## src/rtl/riscv_reg_file.sv

```systemverilog
// RV32I integer register file: two combinational read ports, one clocked write port.
// x0 reads as zero, and a write in flight is bypassed to the read ports in the same cycle.
module riscv_reg_file #(
  parameter int DATA_W = 32,
  parameter int ADDR_W = 5
) (
  input  logic              clk,
  input  logic              reset_n,
  input  logic [ADDR_W-1:0] reg1_addr_i,
  input  logic [ADDR_W-1:0] reg2_addr_i,
  output logic [DATA_W-1:0] data1_o,
  output logic [DATA_W-1:0] data2_o,
  input  logic [ADDR_W-1:0] writereg_addr_i,
  input  logic [DATA_W-1:0] data_i,
  input  logic              data_write_i
);

  localparam int NREGS = 1 << ADDR_W;

  logic [DATA_W-1:0] regs_q [NREGS];
  logic [DATA_W-1:0] regs_d [NREGS];
  logic              wr_en;

  // A write to x0 is dropped here, so regs_q[0] stays zero forever.
  assign wr_en = data_write_i && (writereg_addr_i != '0);

  always_comb begin
    regs_d = regs_q;
    if (wr_en) begin
      regs_d[writereg_addr_i] = data_i;
    end
  end

  always_ff @(posedge clk or negedge reset_n) begin
    if (!reset_n) begin
      regs_q <= '{default: '0};
    end else begin
      regs_q <= regs_d;
    end
  end

  function automatic logic [DATA_W-1:0] read_port(
    input logic              rst_ok,
    input logic [ADDR_W-1:0] addr,
    input logic              we,
    input logic [ADDR_W-1:0] waddr,
    input logic [DATA_W-1:0] wdata,
    input logic [DATA_W-1:0] stored
  );
    logic [DATA_W-1:0] result;
    if (!rst_ok || addr == '0) begin
      result = '0;
    end else if (we && waddr == addr) begin
      result = wdata;
    end else begin
      result = stored;
    end
    return result;
  endfunction

  // Reset gates the outputs too, so reads are zero even before the flops respond.
  always_comb begin
    data1_o = read_port(reset_n, reg1_addr_i, data_write_i, writereg_addr_i,
                        data_i, regs_q[reg1_addr_i]);
    data2_o = read_port(reset_n, reg2_addr_i, data_write_i, writereg_addr_i,
                        data_i, regs_q[reg2_addr_i]);
  end

endmodule

```

## config.mk

```make
export PLATFORM = sky130hd
export DESIGN_NAME = riscv_reg_file
export DESIGN_NICKNAME = d
export VERILOG_FILES = /design/src/rtl/riscv_reg_file.sv
export SDC_FILE = /design/constraint.sdc
export NUM_CORES = 2
export LEC_CHECK = 0
export CAP_MARGIN = 20
export CORE_ASPECT_RATIO = 0.5
export CORE_MARGIN = 2
export CORE_UTILIZATION = 30
export DETAILED_ROUTE_END_ITERATION = 8
export PLACE_DENSITY = 0.55
export SLEW_MARGIN = 20
export SYNTH_ARGS = -nofsm -noshare
export SYNTH_HDL_FRONTEND = slang
export SYNTH_SLANG_ARGS = --single-unit
```

## constraint.sdc

```tcl
create_clock -name clk -period 3.05 [get_ports clk]
set_input_delay 0.61 -clock clk [delete_from_list [all_inputs] [get_ports clk]]
set_output_delay 0.61 -clock clk [all_outputs]
set_load 0.01 [all_outputs]
```

* Word level (Yosys, flattened, before mapping)
Index checks and enable logic that the tools add are counted.
** Storage, ports and cells
- Register bits :: 1024
- Latch bits :: 0
- Bits in writable memories :: 0
- Memory bits (read-only) :: 0
- Output and inout bits :: 64
- Word-level logic and storage cells :: 64
- Memories :: 0
** Operators by class
- Add/subtract/negate cells :: 0
- Multiply operators :: 0
- Div/mod/pow operators :: 0
- Magnitude comparators :: 4
- Equal/unequal tests :: 2
- Shifts and indexed selects :: 0
- Mux-type cells :: 13
- Bitwise operators :: 3
- Reduce and logical (&&, ||, !) cells :: 10
** Operators by type and width (number)
- $bwmux 1024 :: 1
- $bmux 32 s5 :: 2
- $mux 32 :: 9
- $demux 32 s5 :: 1
- $ge 6x6->1 const B :: 3
- $not 5->6 :: 3
- $eq 5x5->1 :: 2
- $logic_not 5->1 :: 2
- $lt 6x1->1 const B :: 1
- $reduce_bool 5->1 :: 1
- $logic_and 1x1->1 :: 4
- $logic_or 1x1->1 :: 2
- $logic_not 1->1 :: 1

* Logic depth before layout (Yosys ltp)
- Depth in word-level cells :: 6
- Mapped depth :: 9

* Least setup slack after synthesis
Ideal clock, no wire load.
- Kind :: input port to output port
- From :: input reg2_addr_i[2]
- To :: output data2_o[17]
- Arrival time :: 2.227 ns
- Slack :: 0.213 ns
- Cell stages on the path :: 8
- Cells stage by stage :: buf_2 -> buf_2 -> buf_2 -> buf_2 -> mux4_2 -> o211ai_1 -> a31oi_1 -> a221o_1
** Between the ends
- Cells in the longest elaborated chain, start to end :: 6
** RTL lines
- from (decl) :: line 10 : input logic [ADDR_W-1:0] reg2_addr_i,
- $not 5->6 (not written as such) :: line 66 : data_i, regs_q[reg2_addr_i]);
- $bmux 32 s5 :: line 66
- $mux 32 (not written as such) (2 in series) :: line 66
- $mux 32 :: line 53 : end else if (we && waddr == addr) begin
- $mux 32 * :: line 51 : if (!rst_ok || addr == '0) begin
- to (decl) :: line 12 : output logic [DATA_W-1:0] data2_o,
Mark *: on every way between the ends. The rest lies on a longest branch, timed or not. The select of a mux whose other input is x is not followed.

* Final worst setup path
- From :: register regs_q[805] (netlist name)
- To :: output data2_o[5]
** Between the ends
- Cells in the longest elaborated chain, start to end :: 5
** RTL lines
- from (decl) :: line 20 : logic [DATA_W-1:0] regs_q [NREGS];
- from (signal assigned) :: line 38 : regs_q <= regs_d;
- $bmux 32 s5 :: line 66
- $mux 32 (not written as such) (2 in series) :: line 66
- $mux 32 :: line 53
- $mux 32 :: line 51
Every way passes these cells. The select of a mux whose other input is x is not followed.

==> flow_metrics.env <==
export IMPL_status="finished, violations left"
export IMPL_failed_checks="setup timing"
export IMPL_total_power_uw=42400
export IMPL_clockRootBuffer="clkbuf_16"
export IMPL_critical_path_required_ps=2440
export IMPL_hpwl_mm=139
export IMPL_cap_violations=0
export IMPL_path_class="reg2out"
export IMPL_grt_usage_pct=23.2
export IMPL_antenna_found_initial=2
export IMPL_rows=110
export IMPL_finalSetupViolCount=61
export IMPL_highest_layer="met4"
export IMPL_multiInputGateArea_um2=29000
export IMPL_start_kind="flip-flop"
export IMPL_top_regs="regs_q x1024"
export IMPL_syn_inst=3831
export IMPL_worst_slew_pin_slew_ps=929
export IMPL_vias=40300
export IMPL_post_place_ws_ps=-1030
export IMPL_die_w_um=609
export IMPL_p_int_uw=30200
export IMPL_wl_per_cell_um=32.0
export IMPL_ys_seq_area_share_pct=46.7
export IMPL_seqPwrFrac_pct=42.7
export IMPL_fp_dieArea_um2=186000
export IMPL_end_kind="primary output"
export IMPL_drt_pass1_iter_count=5
export IMPL_power_switching_uw=12200
export IMPL_crit_fanout=2
export IMPL_p_per_area_nw_per_um2=587
export IMPL_worstPathCellList="mux4_2, o211ai_1, a31oi_1, a221o_1, buf_2"
export IMPL_cts_tree="yes"
export IMPL_netlist_area_um2=54800
export IMPL_yosys_area_top_type="dfrtp_1"
export IMPL_vias_per_cell=5.82
export IMPL_wl_met1_mm=90.1
export IMPL_slew_violations=0
export IMPL_ys_seq_elements=1024
export IMPL_die_y_um=306
export IMPL_regMostFlops="regs_q"
export IMPL_synth_warnings=0
export IMPL_combPwrFrac_pct=24.4
export IMPL_period_minus_slack_ps=3390
export IMPL_fin_skew_ps=0
export IMPL_netlist_cell_type_count=50
export IMPL_cts_made_buffers=105
export IMPL_htree_num_levels=3
export IMPL_hold_buffers=0
export IMPL_clock_sinks=1024
export IMPL_clk_pin_slew_worst_paths_ps=60
export IMPL_yosys_top_cells_area="dfrtp_1, mux2_2, mux4_2, mux2i_1, clkbuf_1"
export IMPL_clockPowerShare_pct=32.9
export IMPL_irDropWorstVdd_uv=423
export IMPL_netSwitchingFraction_pct=28.8
export IMPL_synth_nets=3881
export IMPL_numPortBuffers=113
export IMPL_grt_pass1_vias=41600
export IMPL_path_buf_inv=1
export IMPL_setup_tns_ps=-6830
export IMPL_crit_slowest_cell="o211ai_1"
export IMPL_largest_reg_flops=1024
export IMPL_routed_wl_mm=221
export IMPL_timing_fmax_mhz=295
export IMPL_syn_to_final_growth_pct=31.9
export IMPL_io_pins=114
export IMPL_drt_iter0_markers=4065
export IMPL_initial_utilization_pct=30.3
export IMPL_grt_max_degree=187
export IMPL_hold_path_class="in2async"
export IMPL_dr_wl_met3_mm=15.1
export IMPL_p_leak_uw=0.0314
export IMPL_drc_errors=0
export IMPL_n_fill_cell=16500
export IMPL_rsz0062_at_grt="yes"
export IMPL_slowest_delay_ps=570
export IMPL_path_delay_family="compound AO/OA/AOI/OAI gates"
export IMPL_fin_ws_ps=-340
export IMPL_yosysTopAreaCellShare_pct=46.7
export IMPL_nets=4465
export IMPL_core_um2=181000
export IMPL_globalplace_congestion=0.879
export IMPL_clk_latency_ps=730
export IMPL_worst_ep_arrival_time_ps=2780
export IMPL_slew_headroom_pct=38.1
export IMPL_grt_ovfl_total=0
export IMPL_postRouteAntennaNets=0
export IMPL_wl_met2_mm=101
export IMPL_final_layout_size_suffix_gt1_share_pct=61.3
export IMPL_fin_crit_sh_pct=111
export IMPL_clockBufferDepth=3
export IMPL_syn_area_per_cell_um2=14.3
export IMPL_hold_violations=0
export IMPL_seqCellArea_um2=25600
export IMPL_grt_pass1_wl_mm=312
[metal layers]
| metal | up-vias | global-route usage [%] |
|---|---|---|
| li1 | 16100 | - |
| met2 | 1803 | 36.4 |
| met1 | 21900 | 30.4 |
| met3 | 462 | 4.08 |
| met4 | 0 | 12.9 |
| met5 | - | 0 |
[kinds of logic after synthesis]
group,Yosys count,synth area share (%)
flops,1024,46.7
mux,1631,40.9
simple gates,268,2.24
xor+xnor,10,0.160
buf+inv,452,3.80
compound gates,446,6.20
[cells in the mapped netlist (all sizes together)]
cell	n
a2111oi	1
a211oi	31
a21oi	32
a221o	31
a221oi	63
a22oi	97
a311o	1
a31oi	32
a32o	32
and2	2
and3	2
and3b	1
buf	228
clkbuf	220
clkinv	1
dfrtp	1024
inv	3
mux2	992
mux2i	253
mux4	386
nand2	115
nand2b	30
nand3	36
nand3b	5
nand4	1
nor2	57
nor2b	5
nor3	4
nor3b	4
nor4	1
nor4bb	1
o211ai	30
o21ai	33
o221ai	32
o22ai	31
or2	1
or3b	2
or4	1
xnor2	4
xor2	6
[repair_timing]
item,4_1_cts,5_1_grt
endpoints found under the setup margin,64,64
setup buffers,221,77
gates cloned,25,9
pin swaps,184,143
gates resized for setup,709,215
[through the flow]
step           util [%]  hold slack (ps)  std cells  cell area [um^2]
2_1_floorplan         -              314       3831             54800
3_3_place_gp       34.9              379       6431             63100
3_5_place_dp       34.9              384       6431             63100
4_1_cts            39.2             51.9       6851             70900
5_1_grt            40.0             85.2       6909             72300
6_report           40.0             92.5       6911             72300
[area by class of cell]
class | instances | area share [%]
Antenna cell | 2 | 0.00692
Clock buffer | 159 | 4.52
Clock inverter | 34 | 0.576
Inverter | 4 | 0.0225
Multi-Input combinational cell | 2355 | 40.1
Sequential cell | 1024 | 35.4
Tap cell | 2408 | 4.17
Timing Repair Buffer | 925 | 15.1
[worst reg2reg max path: cells and delay by family (launching register included)]
kind     cells  cell delay [ps]
flops        1              390
buf+inv      2              260
mux          1              250
[cell usage in the layout, fill, tap and decap left out, types with 11 or more instances in the layout]
master           instances
a211oi_2                30
a21oi_1                 15
a21oi_2                 17
a221o_1                 31
a221oi_1                35
a221oi_2                23
a22oi_1                 27
a22oi_2                 70
a31oi_1                 23
a32o_1                  11
a32o_2                  21
buf_12                 186
buf_16                  34
buf_2                   44
buf_4                  469
buf_6                  105
buf_8                   35
clkbuf_1                15
clkbuf_16              119
clkbuf_8                35
clkdlybuf4s50_1         32
clkinv_2                19
dfrtp_1               1024
mux2_1                  16
mux2_2                 976
mux2i_1                242
mux4_2                 386
nand2_1                 75
nand2_2                 28
nand2_4                 12
nand2b_4                21
nand3_1                 33
nor2_1                  34
nor2_4                  22
o211ai_1                30
o21ai_1                 18
o221ai_1                23
o22ai_1                 22
[final timing paths]
check / from / to / slack (ps) / cells past startpoint
worst max register to register: regs_q[787] / regs_q[787] / 2030 / 3
worst max-delay path: regs_q[805] / data2_o[5] / -340 / 5
min in group clk: regs_q[1015] / regs_q[1015] / 400 / 0
worst min-delay path: reset_n / regs_q[748] / 90 / 3
max in group asynchronous: reset_n / regs_q[591] / 1360 / 4
worst min register to register: regs_q[1015] / regs_q[1015] / 400 / 0
[power groups by stage]
stage          logic [uW]  clock network (uW)  registers, uW
2_1_floorplan        5970                   0          17600
3_3_place_gp         8710                   0          18000
3_5_place_dp         8890                   0          18300
4_1_cts              9910               14100          18000
5_1_grt             10900               14700          18400
6_report            10300               14000          18100
Power figures use the tool's default switching activity.
